File: src/rtl/fix_pkg.sv
// Shared definitions for the FIX field writer: parser states, protocol
// characters and the bit layout of the per-field header word.
package fix_pkg;

    typedef enum logic [2:0] {
        TAG,
        VALUE,
        HDR,
        SKIP,
        HOLD
    } fix_state_e;

    localparam logic [7:0] SOH_CHAR  = 8'h01;
    localparam logic [7:0] EQ_CHAR   = 8'h3D;
    localparam logic [7:0] ZERO_CHAR = 8'h30;
    localparam logic [7:0] NINE_CHAR = 8'h39;

    localparam int         CHECKSUM_TAG  = 10;
    localparam logic [7:0] MAX_VALUE_LEN = 8'd255;

    // Header word: tag in the upper half, a zero byte, then the value length.
    localparam int HDR_TAG_LSB   = 16;
    localparam int HDR_LEN_LSB   = 0;
    localparam int HDR_LEN_WIDTH = 8;

endpackage

File: src/rtl/fix_tag_decoder.sv
// ASCII decimal accumulator: value = value*10 + digit, saturating at all-ones.
// 'seen' records that at least one digit arrived since the last clear.
// Used for the field tag and, when checksum checking is built in, for the
// checksum value.
module fix_tag_decoder #(
    parameter int WIDTH = 16
) (
    input  logic             clk,
    input  logic             rst,
    input  logic             clr,
    input  logic             en,
    input  logic [7:0]       data,
    output logic [WIDTH-1:0] value,
    output logic             seen,
    output logic             is_digit
);
    import fix_pkg::*;

    logic [WIDTH+3:0] ext;
    logic [WIDTH+3:0] acc;

    // Digit detect and the widened multiply-accumulate (x10 = x8 + x2).
    always_comb begin
        is_digit = (data >= ZERO_CHAR) && (data <= NINE_CHAR);
        ext      = {4'b0000, value};
        acc      = (ext << 3) + (ext << 1) + {{WIDTH{1'b0}}, data[3:0]};
    end

    // Accumulator register; any carry into the top nibble saturates.
    always_ff @(posedge clk or posedge rst) begin
        if (rst) begin
            value <= '0;
            seen  <= 1'b0;
        end else if (clr) begin
            value <= '0;
            seen  <= 1'b0;
        end else if (en && is_digit) begin
            seen  <= 1'b1;
            value <= (|acc[WIDTH+3:WIDTH]) ? '1 : acc[WIDTH-1:0];
        end
    end

endmodule

File: src/rtl/fix_field_writer.sv
// FIX stream to message RAM writer. Parses tag=value<SOH> fields, stores each
// field through RAM port 0 as packed value words followed by a header word at
// the field's base slot, and hands the message to the port-1 consumer on the
// checksum field (tag 10) with a msg_done / msg_ack handshake.
// Optional build macro: FIX_CHECKSUM_EN enables running-sum checksum checking.
//
// Input handshake: a byte transfers on a rising clk edge where in_valid and
// in_ready are both high; in_ready depends only on the parser state, never on
// in_valid, and the producer must hold in_data stable while in_valid is high.
module fix_field_writer #(
    parameter int         ADDR_WIDTH = 8,
    parameter int         DATA_WIDTH = 32,
    parameter int         TAG_WIDTH  = 16,
    parameter logic [7:0] SOH_CHAR   = fix_pkg::SOH_CHAR
) (
    input  logic                  clk,
    input  logic                  rst,
    input  logic [7:0]            in_data,
    input  logic                  in_valid,
    output logic                  in_ready,
    output logic [ADDR_WIDTH-1:0] address_0,
    output logic [DATA_WIDTH-1:0] data_0,
    output logic                  cs_0,
    output logic                  we_0,
    output logic                  oe_0,
    output logic                  msg_done,
    output logic [ADDR_WIDTH:0]   msg_words,
    input  logic                  msg_ack,
    output logic                  field_err,
    output logic                  overflow,
    output logic                  checksum_err
);
    import fix_pkg::*;

    localparam int BPW = DATA_WIDTH / 8;
    localparam int CW  = (BPW > 1) ? $clog2(BPW) : 1;
    localparam int PW  = ADDR_WIDTH + 1;
    localparam int DEPTH = 1 << ADDR_WIDTH;
    localparam logic [PW-1:0] DEPTH_P   = PW'(DEPTH);
    localparam logic [PW:0]   DEPTH_X   = (PW + 1)'(DEPTH);
    localparam logic [CW-1:0] LAST_BYTE = CW'(BPW - 1);

    fix_state_e state, next_state;

    // Pointers saturate at RAM_DEPTH so msg_words reports at most the depth.
    logic [PW-1:0]         wr_ptr;
    logic [PW-1:0]         base;
    logic [PW-1:0]         ptr_inc;
    logic [PW:0]           val_addr;
    logic [7:0]            len;
    logic [DATA_WIDTH-1:0] wbuf;
    logic [CW-1:0]         bcnt;
    logic [DATA_WIDTH-1:0] pack_word;
    logic [DATA_WIDTH-1:0] hdr_word;
    logic                  skip_done;
    logic                  skip_on_soh;

    logic                  wr_fire;
    logic [PW:0]           wr_addr;
    logic [DATA_WIDTH-1:0] wr_word;

    logic                  accept;
    logic                  is_soh;
    logic                  field_begin;
    logic                  skip_entry;
    logic                  tag_is_ten;

    logic [TAG_WIDTH-1:0]  tag_value;
    logic                  tag_seen;
    logic                  tag_is_digit;

    assign accept      = in_valid && in_ready;
    assign is_soh      = (in_data == SOH_CHAR);
    assign field_begin = (next_state == TAG) && (state != TAG);
    assign skip_entry  = (next_state == SKIP) && (state != SKIP);
    assign tag_is_ten  = (tag_value == TAG_WIDTH'(CHECKSUM_TAG));
    assign oe_0        = 1'b0;
    assign msg_words   = (state == HOLD) ? wr_ptr : '0;

    fix_tag_decoder #(
        .WIDTH(TAG_WIDTH)
    ) u_tag (
        .clk      (clk),
        .rst      (rst),
        .clr      (field_begin),
        .en       (accept && (state == TAG)),
        .data     (in_data),
        .value    (tag_value),
        .seen     (tag_seen),
        .is_digit (tag_is_digit)
    );

    // Word packing, header assembly and saturating pointer arithmetic.
    always_comb begin
        ptr_inc   = (wr_ptr == DEPTH_P) ? wr_ptr : wr_ptr + PW'(1);
        val_addr  = {1'b0, wr_ptr} + (PW + 1)'(1);
        pack_word = wbuf | (DATA_WIDTH'(in_data) << {bcnt, 3'b000});
        hdr_word  = '0;
        hdr_word[HDR_TAG_LSB +: TAG_WIDTH]     = tag_value;
        hdr_word[HDR_LEN_LSB +: HDR_LEN_WIDTH] = len;
    end

    // Next-state, ready and write-request decode.
    always_comb begin
        next_state  = state;
        in_ready    = 1'b0;
        wr_fire     = 1'b0;
        wr_addr     = '0;
        wr_word     = '0;
        skip_on_soh = 1'b0;
        case (state)
            TAG: begin
                in_ready = 1'b1;
                if (in_valid) begin
                    if (tag_is_digit) begin
                        next_state = TAG;
                    end else if ((in_data == EQ_CHAR) && tag_seen) begin
                        next_state = VALUE;
                    end else begin
                        next_state  = SKIP;
                        skip_on_soh = is_soh;
                    end
                end
            end
            VALUE: begin
                in_ready = 1'b1;
                if (in_valid) begin
                    if (is_soh) begin
                        if (len == 8'd0) begin
                            next_state  = SKIP;
                            skip_on_soh = 1'b1;
                        end else begin
                            // Flush a partial word before the header goes out.
                            if (bcnt != '0) begin
                                wr_fire = 1'b1;
                                wr_addr = val_addr;
                                wr_word = wbuf;
                            end
                            next_state = HDR;
                        end
                    end else if (len == MAX_VALUE_LEN) begin
                        next_state = SKIP;
                    end else if (bcnt == LAST_BYTE) begin
                        wr_fire = 1'b1;
                        wr_addr = val_addr;
                        wr_word = pack_word;
                    end
                end
            end
            HDR: begin
                wr_fire    = 1'b1;
                wr_addr    = {1'b0, base};
                wr_word    = hdr_word;
                next_state = tag_is_ten ? HOLD : TAG;
            end
            SKIP: begin
                // When the offending byte was itself the delimiter, the field
                // has already ended: spend one stalled cycle and resume.
                in_ready = !skip_done;
                if (skip_done) begin
                    next_state = TAG;
                end else if (in_valid && is_soh) begin
                    next_state = TAG;
                end
            end
            HOLD: begin
                if (msg_ack) begin
                    next_state = TAG;
                end
            end
            default: begin
                next_state = TAG;
            end
        endcase
    end

    // State, registered RAM write port, pointers, packing buffer and flags.
    always_ff @(posedge clk or posedge rst) begin
        if (rst) begin
            state     <= TAG;
            cs_0      <= 1'b0;
            we_0      <= 1'b0;
            address_0 <= '0;
            data_0    <= '0;
            msg_done  <= 1'b0;
            field_err <= 1'b0;
            overflow  <= 1'b0;
            wr_ptr    <= '0;
            base      <= '0;
            len       <= '0;
            wbuf      <= '0;
            bcnt      <= '0;
            skip_done <= 1'b0;
        end else begin
            state     <= next_state;
            cs_0      <= 1'b0;
            we_0      <= 1'b0;
            field_err <= skip_entry;
            msg_done  <= (next_state == HOLD) && (state != HOLD);

            if (wr_fire) begin
                if (wr_addr < DEPTH_X) begin
                    cs_0      <= 1'b1;
                    we_0      <= 1'b1;
                    address_0 <= wr_addr[ADDR_WIDTH-1:0];
                    data_0    <= wr_word;
                end else begin
                    overflow <= 1'b1;
                end
            end

            if ((state == VALUE) && wr_fire) begin
                wr_ptr <= ptr_inc;
            end
            if (state == HDR) begin
                wr_ptr <= ptr_inc;
                base   <= ptr_inc;
            end
            if (skip_entry) begin
                wr_ptr <= base;
            end
            if ((state == HOLD) && msg_ack) begin
                wr_ptr   <= '0;
                base     <= '0;
                overflow <= 1'b0;
            end

            if (field_begin) begin
                len  <= '0;
                wbuf <= '0;
                bcnt <= '0;
            end else if ((state == VALUE) && accept) begin
                if (is_soh) begin
                    wbuf <= '0;
                    bcnt <= '0;
                end else if (len != MAX_VALUE_LEN) begin
                    len <= len + 8'd1;
                    if (bcnt == LAST_BYTE) begin
                        wbuf <= '0;
                        bcnt <= '0;
                    end else begin
                        wbuf <= pack_word;
                        bcnt <= bcnt + CW'(1);
                    end
                end
            end

            if (skip_entry) begin
                skip_done <= skip_on_soh;
            end else if (state != SKIP) begin
                skip_done <= 1'b0;
            end
        end
    end

`ifdef FIX_CHECKSUM_EN
    logic [7:0]  sum;
    logic [7:0]  snap;
    logic        at_start;
    logic        csum_en;
    logic        csum_bad;
    logic [15:0] csum_value;
    logic        csum_seen;
    logic        csum_digit;

    assign csum_en = accept && (state == VALUE) && tag_is_ten && !is_soh;

    fix_tag_decoder #(
        .WIDTH(16)
    ) u_csum (
        .clk      (clk),
        .rst      (rst),
        .clr      (field_begin),
        .en       (csum_en),
        .data     (in_data),
        .value    (csum_value),
        .seen     (csum_seen),
        .is_digit (csum_digit)
    );

    // Running byte sum, per-field snapshot and the tag-10 comparison.
    always_ff @(posedge clk or posedge rst) begin
        if (rst) begin
            sum          <= '0;
            snap         <= '0;
            at_start     <= 1'b1;
            csum_bad     <= 1'b0;
            checksum_err <= 1'b0;
        end else begin
            if (accept) begin
                sum <= sum + in_data;
            end
            if (accept && at_start) begin
                snap <= sum;
            end
            if (field_begin) begin
                at_start <= 1'b1;
            end else if (accept) begin
                at_start <= 1'b0;
            end
            if (field_begin) begin
                csum_bad <= 1'b0;
            end else if (csum_en && !csum_digit) begin
                csum_bad <= 1'b1;
            end
            if ((state == HDR) && tag_is_ten &&
                (csum_bad || !csum_seen || (csum_value != {8'h00, snap}))) begin
                checksum_err <= 1'b1;
            end
            if ((state == HOLD) && msg_ack) begin
                checksum_err <= 1'b0;
                sum          <= '0;
            end
        end
    end
`else
    assign checksum_err = 1'b0;
`endif

endmodule
File: config.mk
export PLATFORM = sky130hd
export DESIGN_NAME = fix_field_writer
export DESIGN_NICKNAME = d
export VERILOG_FILES = /design/src/rtl/fix_pkg.sv /design/src/rtl/fix_tag_decoder.sv /design/src/rtl/fix_field_writer.sv
export SDC_FILE = /design/constraint.sdc
export NUM_CORES = 1
export LEC_CHECK = 0
export BUFFER_PORTS_ARGS = -buffer_cell sky130_fd_sc_hd__buf_2
export CORE_UTILIZATION = 60
export DETAILED_ROUTE_END_ITERATION = 10
export GPL_TIMING_DRIVEN = 1
export PLACE_DENSITY = 0.81
export SLEW_MARGIN = 20
export SYNTH_ARGS = -nofsm -noshare
export SYNTH_HDL_FRONTEND = slang
export SYNTH_SLANG_ARGS = --single-unit
File: constraint.sdc
create_clock -name clk -period 4 [get_ports clk]
set_clock_uncertainty 0.05 [all_clocks]
set_input_delay 0 -clock clk [delete_from_list [all_inputs] [get_ports clk]]
set_output_delay 0 -clock clk [all_outputs]
set_load 0.005 [all_outputs]
==> results of run 1 <==
Yosys cell counts (all sizes together), types with 18 or more instances:
cell	instances
a21oi	28
a22oi	28
a2bb2oi	20
a31oi	41
buf	30
clkbuf	22
dfrtp	125
ha	37
inv	18
nand2	35
nand3	28
nor2	64
nor3	18
o21ai	38
o21bai	19
o2bb2ai	32
worst max-delay path, cell delays in order (launching register included):
cell	delay [ps]
dfrtp_1	430
inv_1	80
ha_1	140
or4b_1	460
nor4_2	400
nor4_2	100
o22ai_1	280
nand3_2	500
buf_4	420
a22o_1	270
registers in the layout, indices dropped and copies added, names as in the netlist, 2 cells and up:
signal / flops
base: 9
u_tag.value: 16
bcnt: 2
wr_ptr: 9
address_0: 8
len: 8
state: 3
wbuf: 32
data_0: 32
report_power, final:
group	switching, W	internal [W]	total (W)
Sequential	0.000369	0.00165	0.00202
Combinational	0.00107	0.000772	0.00185
Clock	0.000529	0.000909	0.00144
Total	0.00197	0.00333	0.00531
layout by cell type (no fill, tap or decap), types with 19 or more instances in the layout:
cell and n:
dfrtp_1 125, buf_2 66, nor2_1 64, a31oi_1 41, o21ai_0 37, ha_1 37
nand2_1 35, o2bb2ai_1 32, a22oi_1 28, a21oi_1 28, nand3_1 26, a2bb2oi_1 20
o21bai_1 19
final cells by class:
cell class	count	area share, %
Multi-Input combinational cell	530	44.8
Sequential cell	125	38.5
Timing Repair Buffer	92	6.80
Clock buffer	24	6.05
Tap cell	143	2.20
Inverter	18	0.862
Clock inverter	7	0.769
how the worst min path moves through the flow:
stage,start,endpoint,slack [ps],cells past startpoint
2_1_floorplan,msg_ack,state[2],160,2
3_3_place_gp,rst,data_0[26],-10,2
3_5_place_dp,rst,data_0[27],10,2
4_1_cts,rst,data_0[27],120,3
5_1_grt,rst,u_tag.value[14],160,3
6_report,rst,data_0[26],110,3
metrics by stage:
step	utilization [%]	hold WS (ps)	cell area (sq um)
after global placement	65.1	-9.61	7470
after CTS	70.9	115	8130
final	70.9	108	8130
after floorplan	-	156	7090
after global routing	70.9	156	8130
after detailed placement	65.1	9.84	7470
cells by family (layout without fill, tap and decap cells):
| family | count (synthesis) | count (layout) |
|---|---|---|
| XOR/XNOR | 23 | 23 |
| buffers and inverters | 70 | 141 |
| flip-flops | 125 | 125 |
| adder cells (fa/ha/maj) | 39 | 39 |
| AO/OA/AOI/OAI | 252 | 252 |
| other | 1 | 2 |
| multiplexers | 1 | 1 |
| AND/OR/NAND/NOR | 213 | 213 |
layer usage:
| metal | global-route usage (%) | vias up | share of wire (%) |
|---|---|---|---|
| met5 | 0 | - | 0 |
| met4 | 11.4 | 0 | 2.5 |
| met3 | 8.64 | 62 | 7.3 |
| met2 | 50.4 | 299 | 48 |
| met1 | 42.2 | 3071 | 43 |
| li1 | - | 2843 | - |
==> run metrics, run 1 <==
# DRC 0; Die Y-Extent between 100 and 150 um; mux contribution to synthesized area 0.141%; count of buffers from port buffering 66; Initial Util about three fifths; std cell rows 39; Via density 6.68; CTS Buf Count 17; CTS tree built; Reg2Reg Launch Point len[0]; Hold Crit Class input port to async pin; placed cell count 897; root buffer cell clkbuf_16; Longest Clk Path Bufs 2; DR iter-0 viols between 500 and 600; global-route wire length before repair about 31000 um; FMAX 308 MHz; post-CTS setup buffers 0; total power 0.00531 W; status completed; Worst slew margin 41.5%; Area Overhead vs Synth 14.8%; CTS sink count 125; WL final 18600 um; wire per inst 19.9 um; Compound-Gate Fraction of Synth Area 25.0%; drt first pass iters 6; post-layout min period 3250 ps; worst-path maximum fanout 23; main combinational cell family by area after synthesis compound AO/OA/AOI/OAI gates; Avg Cell Area, Syn 9.78 sq um; Cells after Synth 724; htree depth 4; RR Endpoint data_0[9]; crit path to data_0[9]; pre-CTS WS 811 ps; post-route setup TNS 0 ps; I/O pin count 69; Critical Path RT 4250 ps; Non-Filler Instances 939; synth warn 0; #FFs+latches synth approximately 130; Synth Area in Simple Gates around 16%; type of origin of the critical path flop; core area ~11000 sq um; CP Capture Type flop; Synth area leader dfrtp_1; Adder-Cell Fraction of Synth Area 7.10%; # setup viols final 0; Max Slew Vio Count 0; n_diodes 0; post-synthesis cell area around 7000 sq um; Max VDD drop 0.000455 V; largest net degree at the start of global routing 47; Crit Path Class flop to flop; Seq/Total Area, Yosys 44.2%; layout cell share with drive strength beyond 1 16.6%; Synth area leaders dfrtp_1, ha_1, o2bb2ai_1, a31oi_1, nor2_1; Synth Flop Type dfrtp_1; Post-DP HPWL around 13000 um; Worst Setup Slack, final 754 ps; post-synth top area share between 40 and 50%; grt ovf 0; multi-input logic area 3650 sq um; Leak between 3 and 4 nW; EDFF count, synth 0; final net count 835; CTS Hold Bufs 11; FF/Latch Area 3130 sq um; clock latency on the worst-skew pair 420 ps; final-report hold violation count 0; antenna viol nets, final 0; fin crit share 81.2%; Worst Setup SP len[0]; actual slew at the worst max-slew pin 870 ps; clock slew at reported path FFs 50 ps; Yosys cell types 71; antenna violations before repair 0; RSZ-0062 raised after global routing no; RePlAce Congestion 0.927; asr flop ratio synth 100%; Die Wd approximately 110 um; GRT Util Overall 31.8%; post_cts resized 0; area of the die 12200 sq um; post-synthesis xor/xnor area fraction 2.84%; via count about 6300; vias in the first global route 6092; CP Data Arrival Time 3500 ps; layout filler cell count 852; maxcap violations 0; pwr dens 653 nW/um^2; r2r setup slk 750 ps; R2R cell count 9
No activity file was read; power rests on OpenSTA's default activity.
==> inputs of run 2 (changes only) <==
ABC_AREA = 1   (was not set)
CORE_UTILIZATION = 61   (was 60)
clock period = 3.37 ns   (was 4 ns; I/O delays follow)
==> run 2 against run 1 <==
Against the previous run:
- die area is 11% higher
- sequential share of layout area is 3.8 points lower
- via count is 21% higher
- design area is 11% higher
- non-clock buffer count is 6 lower
- cell count is 44% higher
- area after synthesis is 13% higher
- fmax is 14% higher
- critical endpoint is now u_tag.value[5]
- largest power group is now combinational cells
==> run metrics, run 2 <==
status completed; Yosys cell types 36; htree depth 4; root buffer cell clkbuf_16; post-synthesis cell area 7990 sq um; Critical Path RT around 3600 ps; layout cell share with drive strength beyond 1 11.7%; GRT Util Overall between 30% and 40%; Die Wd 116 um; wire per inst 15.3 um; final-report hold violation count 0; post-CTS setup buffers 0; antenna violations before repair 0; EDFF count, synth 0; core area around 13000 sq um; Seq/Total Area, Yosys 39.1%; WL final 20700 um; actual slew at the worst max-slew pin 913 ps; Worst slew margin slightly below 40%; Post-DP HPWL between 10000 and 15000 um; Max VDD drop 0.000490 V; global-route wire length before repair 33500 um; via count approximately 7600; post-synth top area share 39.1%; most common cell after layout, fill and taps aside nand2_1; Via density 5.60; post-layout min period 2860 ps; most frequent cells in the layout nand2_1, inv_1, dfrtp_1; worst-path maximum fanout 16; CP Data Arrival Time 3120 ps; FMAX 350 MHz; std cell rows 41; Initial Util 62.8%; Die Y-Extent around 120 um; CTS Buf Count 17; grt ovf 0; Max Slew Vio Count 0; maxcap violations 0; clock latency on the worst-skew pair ~430 ps; CP Capture Type flop; Cells after Synth 1107; Synth area leaders dfrtp_1, nand2_1, inv_1, nand3_1, ha_1; R2R cell count 12; post_cts resized 0; Synth Flop Type dfrtp_1; largest registers data_0: 32 flops, wbuf: 32 flops, u_tag.value: 16 flops; #FFs+latches synth 125; Avg Cell Area, Syn about 7.2 sq um; Crit Path Class flop to flop; vias in the first global route slightly below 7000; Worst Hold Path Cells 5; CTS Hold Bufs 5; Synth area leader dfrtp_1; RePlAce Congestion 0.941; most common cell in the netlist nand2_1; largest net degree at the start of global routing 51; type of origin of the critical path flop; n_diodes 0; # DRC 0; Leak 5.09 nW; CTS tree built; antenna viol nets, final 0; post-route setup TNS 0 ps; I/O pin count 69; pwr dens ~670 nW/um^2; # setup viols final 0; Area Overhead vs Synth 12.8%; DR iter-0 viols between 600 and 700; fin crit share between 80 and 90%; fin area 9020 sq um; drt first pass iters 7; clock slew at reported path FFs around 50 ps; Post-Place Cell Area ~8400 sq um; asr flop ratio synth 100%; Hold Crit Class input port to flop; synth warn 0; area of the die 13600 sq um; count of buffers from port buffering 66; CTS sink count around 130; final net count 1218; Longest Clk Path Bufs 2; Post-synth top cells nand2_1, inv_1, dfrtp_1; RSZ-0062 raised after global routing no
## run 2: final cells by class
class | count | area [sq um]
sequential | 125 | 3130
clock inverter | 6 | 35.0
fill | 1098 | 3710
clock buffer | 25 | 505
tap | 172 | 215
multi-input combinational | 748 | 3910
inverter | 189 | 713
timing repair buffer | 86 | 505
## run 2: cell families (layout without fill, tap and decap cells)
logic type	count (synthesis)	after routing	synth area share, %
AO/OA/AOI/OAI	190	190	14.1
XOR/XNOR	18	18	1.97
adder cells (fa/ha/maj)	39	39	6.29
buffers and inverters	235	306	12.0
flip-flops	125	125	39.1
other	1	2	0.0469
AND/OR/NAND/NOR	499	499	26.4
## run 2: path summary, 6_finish.rpt
path | from | to | slack, ps
setup / recovery | u_tag.value[0] | u_tag.value[5] | 510
hold / removal | in_data[7] | wbuf[7] | 10
setup reg to reg | u_tag.value[0] | u_tag.value[5] | 510
hold reg to reg | data_0[13] | data_0[13] | 420
max in group asynchronous | rst | wbuf[1] | 2300
min in group asynchronous | rst | data_0[15] | 200
## run 2: through the flow
step | hold slack [ps] | setup slack (ps) | util (%) | total power (W) | std cells
final | 10.1 | 513 | 70.9 | 0.00603 | 1351
after global routing | 34.3 | 180 | 70.9 | 0.00643 | 1351
after CTS | 3.23 | 507 | 70.9 | 0.00600 | 1351
after detailed placement | 118 | 535 | 66.2 | 0.00430 | 1315
after global placement | 114 | 601 | 66.2 | 0.00425 | 1315
after floorplan | 90.0 | 664 | - | 0.00378 | 1108
## run 2: critical path, cell delays in order, from the launching register on
cell and delay [ps]:
dfrtp_1 430, fa_1 540, fa_1 500, nand3_1 110, nand2_1 90, nand2_1 80
nand2_1 90, nand2_1 90, nand3_1 70, nand2_1 400, nand3_1 150, nand2_1 100
nand2_1 50
## run 2: where the power goes
group	total, W	switching [W]	internal [W]	leakage, nW
logic	0.00230	0.00160	0.000697	3.13
registers	0.00206	0.000241	0.00182	1.69
clock network	0.00168	0.000650	0.00103	0.265
total	0.00603	0.00249	0.00354	5.09
## run 2: per-layer routing
| layer | vias to the layer above | wire (um) | part of all wire (%) | track usage, % |
|---|---|---|---|---|
| met5 | - | 0 | 0 | 0 |
| met4 | 0 | 701 | 3.4 | 16.3 |
| met3 | 48 | 1360 | 6.6 | 6.02 |
| met2 | 318 | 9520 | 46 | 49.3 |
| met1 | 3514 | 9100 | 44 | 44.3 |
| li1 | 3684 | - | - | - |
==> inputs of run 3 (changes only) <==
clock period = 2.9 ns   (was 3.37 ns; I/O delays follow)
==> run 3 against run 2 <==
Against the previous run:
- die area is the same
- core utilization up 1.1 points
- cell count up 0.59%
- register-to-register slack lost 280 ps
- sequential share of layout area is 0.50 points lower
- clock power grew 23%
- largest power group unchanged
- highest routed layer unchanged
- sequential cell count did not move
- combinational power grew 20%
- first-iteration DRC count is 2.6% lower
- critical endpoint is now u_tag.value[0]
- fmax increased by 7.2%
- non-clock buffer count up 7
- worst hold slack better by 9.2 ps
==> run metrics, run 3 (synthesis results as in run 2) <==
Leak 5.15 nW; htree depth 4; antenna viol nets, final 0; wire per inst approximately 15 um; post-route setup TNS 0 ps; RSZ-0062 raised after global routing no; maxcap violations 0; R2R cell count 15; multi-input logic area 3920 sq um; count of buffers from port buffering 66; CTS Buf Count 17; Max Slew Vio Count 0; global-route wire length before repair roughly 34000 um; largest registers data_0: 32 flops, wbuf: 32 flops, u_tag.value: 16 flops; antenna violations before repair 0; Longest Clk Path Bufs 2; Worst Setup Slack, final 235 ps; status completed; most common cell after layout, fill and taps aside nand2_1; CTS tree built; largest net degree at the start of global routing 59; Hold Crit Class input port to flop; RR Endpoint u_tag.value[0]; actual slew at the worst max-slew pin ~940 ps; sink of the worst hold path wbuf[7]; CP Capture Type flop; Top delay family on crit path adder cells; pwr dens 789 nW/um^2; Worst Hold Path Cells 5; FF/Latch Area ~3100 sq um; r2r setup slk 240 ps; most frequent cell on the critical path nand2_1; I/O pin count slightly below 70; Post-DP HPWL 14500 um; post-layout min period 2660 ps; CP cell instances fa_2 > fa_1 > nand3_1 > nand2_1 > nand2_1 > nand2_1 > nand2_1 > nand3_1 > nand2_1 > nand2_1 > inv_1 > buf_12 > nand3_1 > nand2_1 > nand2_1; n_diodes 0; Crit Path Class flop to flop; WL final 20800 um; Critical Path RT 3150 ps; layout filler cell count roughly 1100; core area 12700 sq um; Area Overhead vs Synth 14.5%; Die Wd 116 um; Initial Util 62.8%; GRT Util Overall roughly 32%; root buffer cell clkbuf_16; Die Y-Extent 116 um; Worst path max stage delay 490 ps; area of the die 13600 sq um; fin crit share 91.9%; type of origin of the critical path flop; # DRC 0; worst-path maximum fanout 16; via count 7618; std cell rows 41; worst path buffer plus inverter count 2; vias in the first global route 7014; CTS sink count 125; hold path start in_data[7]; Via density 5.61; layout cell share with drive strength beyond 1 about 12%; post-CTS setup buffers 0; final net count 1225; WHS 19.4 ps; drt first pass iters 6; Max VDD drop 0.000509 V; FMAX 375 MHz; pre-CTS WS 217 ps; most frequent cells in the layout nand2_1, inv_1, dfrtp_1; final-report hold violation count 0; clock slew at reported path FFs 50 ps; CP Data Arrival Time 2920 ps; CP max stage cell fa_2; DR iter-0 viols 681; grt ovf 0; clock latency on the worst-skew pair 430 ps; Worst slew margin 37.6%; Reg2Reg Launch Point u_tag.value[0]; # setup viols final 0; RePlAce Congestion 0.941
[run 3: changes by cell type in the layout (fill, tap and decap cells not counted)]
cell / previous run / this run
fa_2: 0 / 1
fa_1: 2 / 1
dfrtp_2: 0 / 1
buf_4: 14 / 18
clkinvlp_4: 3 / 1
clkinv_2: 4 / 3
clkbuf_8: 5 / 3
clkbuf_1: 3 / 6
clkinv_4: 0 / 1
buf_12: 1 / 5
dfrtp_1: 125 / 124
bufinv_16: 0 / 2
dlygate4sd3_1: 5 / 4
[run 3: worst max-delay path by stage]
stage                               from              end  slack [ps]  cells after the start
final                     u_tag.value[0]   u_tag.value[0]         240                     15
after global routing      u_tag.value[2]   u_tag.value[6]           6                     15
after CTS                 u_tag.value[0]   u_tag.value[1]         200                     15
after detailed placement  u_tag.value[0]   u_tag.value[1]         220                     15
after global placement    u_tag.value[0]  u_tag.value[15]         310                     15
after floorplan           u_tag.value[0]   u_tag.value[9]         190                     15
[run 3: report_power, final]
part | total, W | internal [W] | switching [W]
registers | 0.00239 | 0.00211 | 0.000273
logic | 0.00276 | 0.000873 | 0.00189
clock network | 0.00207 | 0.00133 | 0.000745
[run 3: timing repair]
item / in CTS / in global routing
hold endpoints to repair: 31 / 0
hold buffers: 4 / 0
resized for setup: 0 / 2
endpoints found under the setup margin: 0 / 14
[run 3: layer usage]
layer	global-route usage (%)	part of all wire [%]	vias to the layer above
li1	-	-	3714
met1	43.6	43	3504
met2	49.5	45	329
met3	7.01	7.1	71
met4	16.8	3.9	0
met5	0	0	-
[run 3: cell type report]
type	count	area share, %
Multi-Input combinational cell	748	42.8
Sequential cell	125	34.2
Inverter	189	7.79
Timing Repair Buffer	93	6.62
Clock buffer	26	5.35
Tap cell	172	2.35
Clock inverter	6	0.916
[run 3: worst register-to-register path, cell delays in order (launching register included)]
cell,delay [ps]
dfrtp_2,440
fa_2,490
fa_1,490
nand3_1,110
nand2_1,100
nand2_1,90
nand2_1,80
nand2_1,90
nand3_1,70
nand2_1,70
nand2_1,40
inv_1,90
buf_12,140
nand3_1,80
nand2_1,60
nand2_1,50
[run 3: metrics by stage]
stage / area (sq um) / util (%) / std cells / power [W]
after floorplan: 8000 / - / 1108 / 0.00439
after global placement: 8540 / 67.1 / 1323 / 0.00501
after detailed placement: 8540 / 67.1 / 1323 / 0.00508
after CTS: 9150 / 71.9 / 1359 / 0.00719
after global routing: 9150 / 71.9 / 1359 / 0.00768
final: 9150 / 71.9 / 1359 / 0.00722
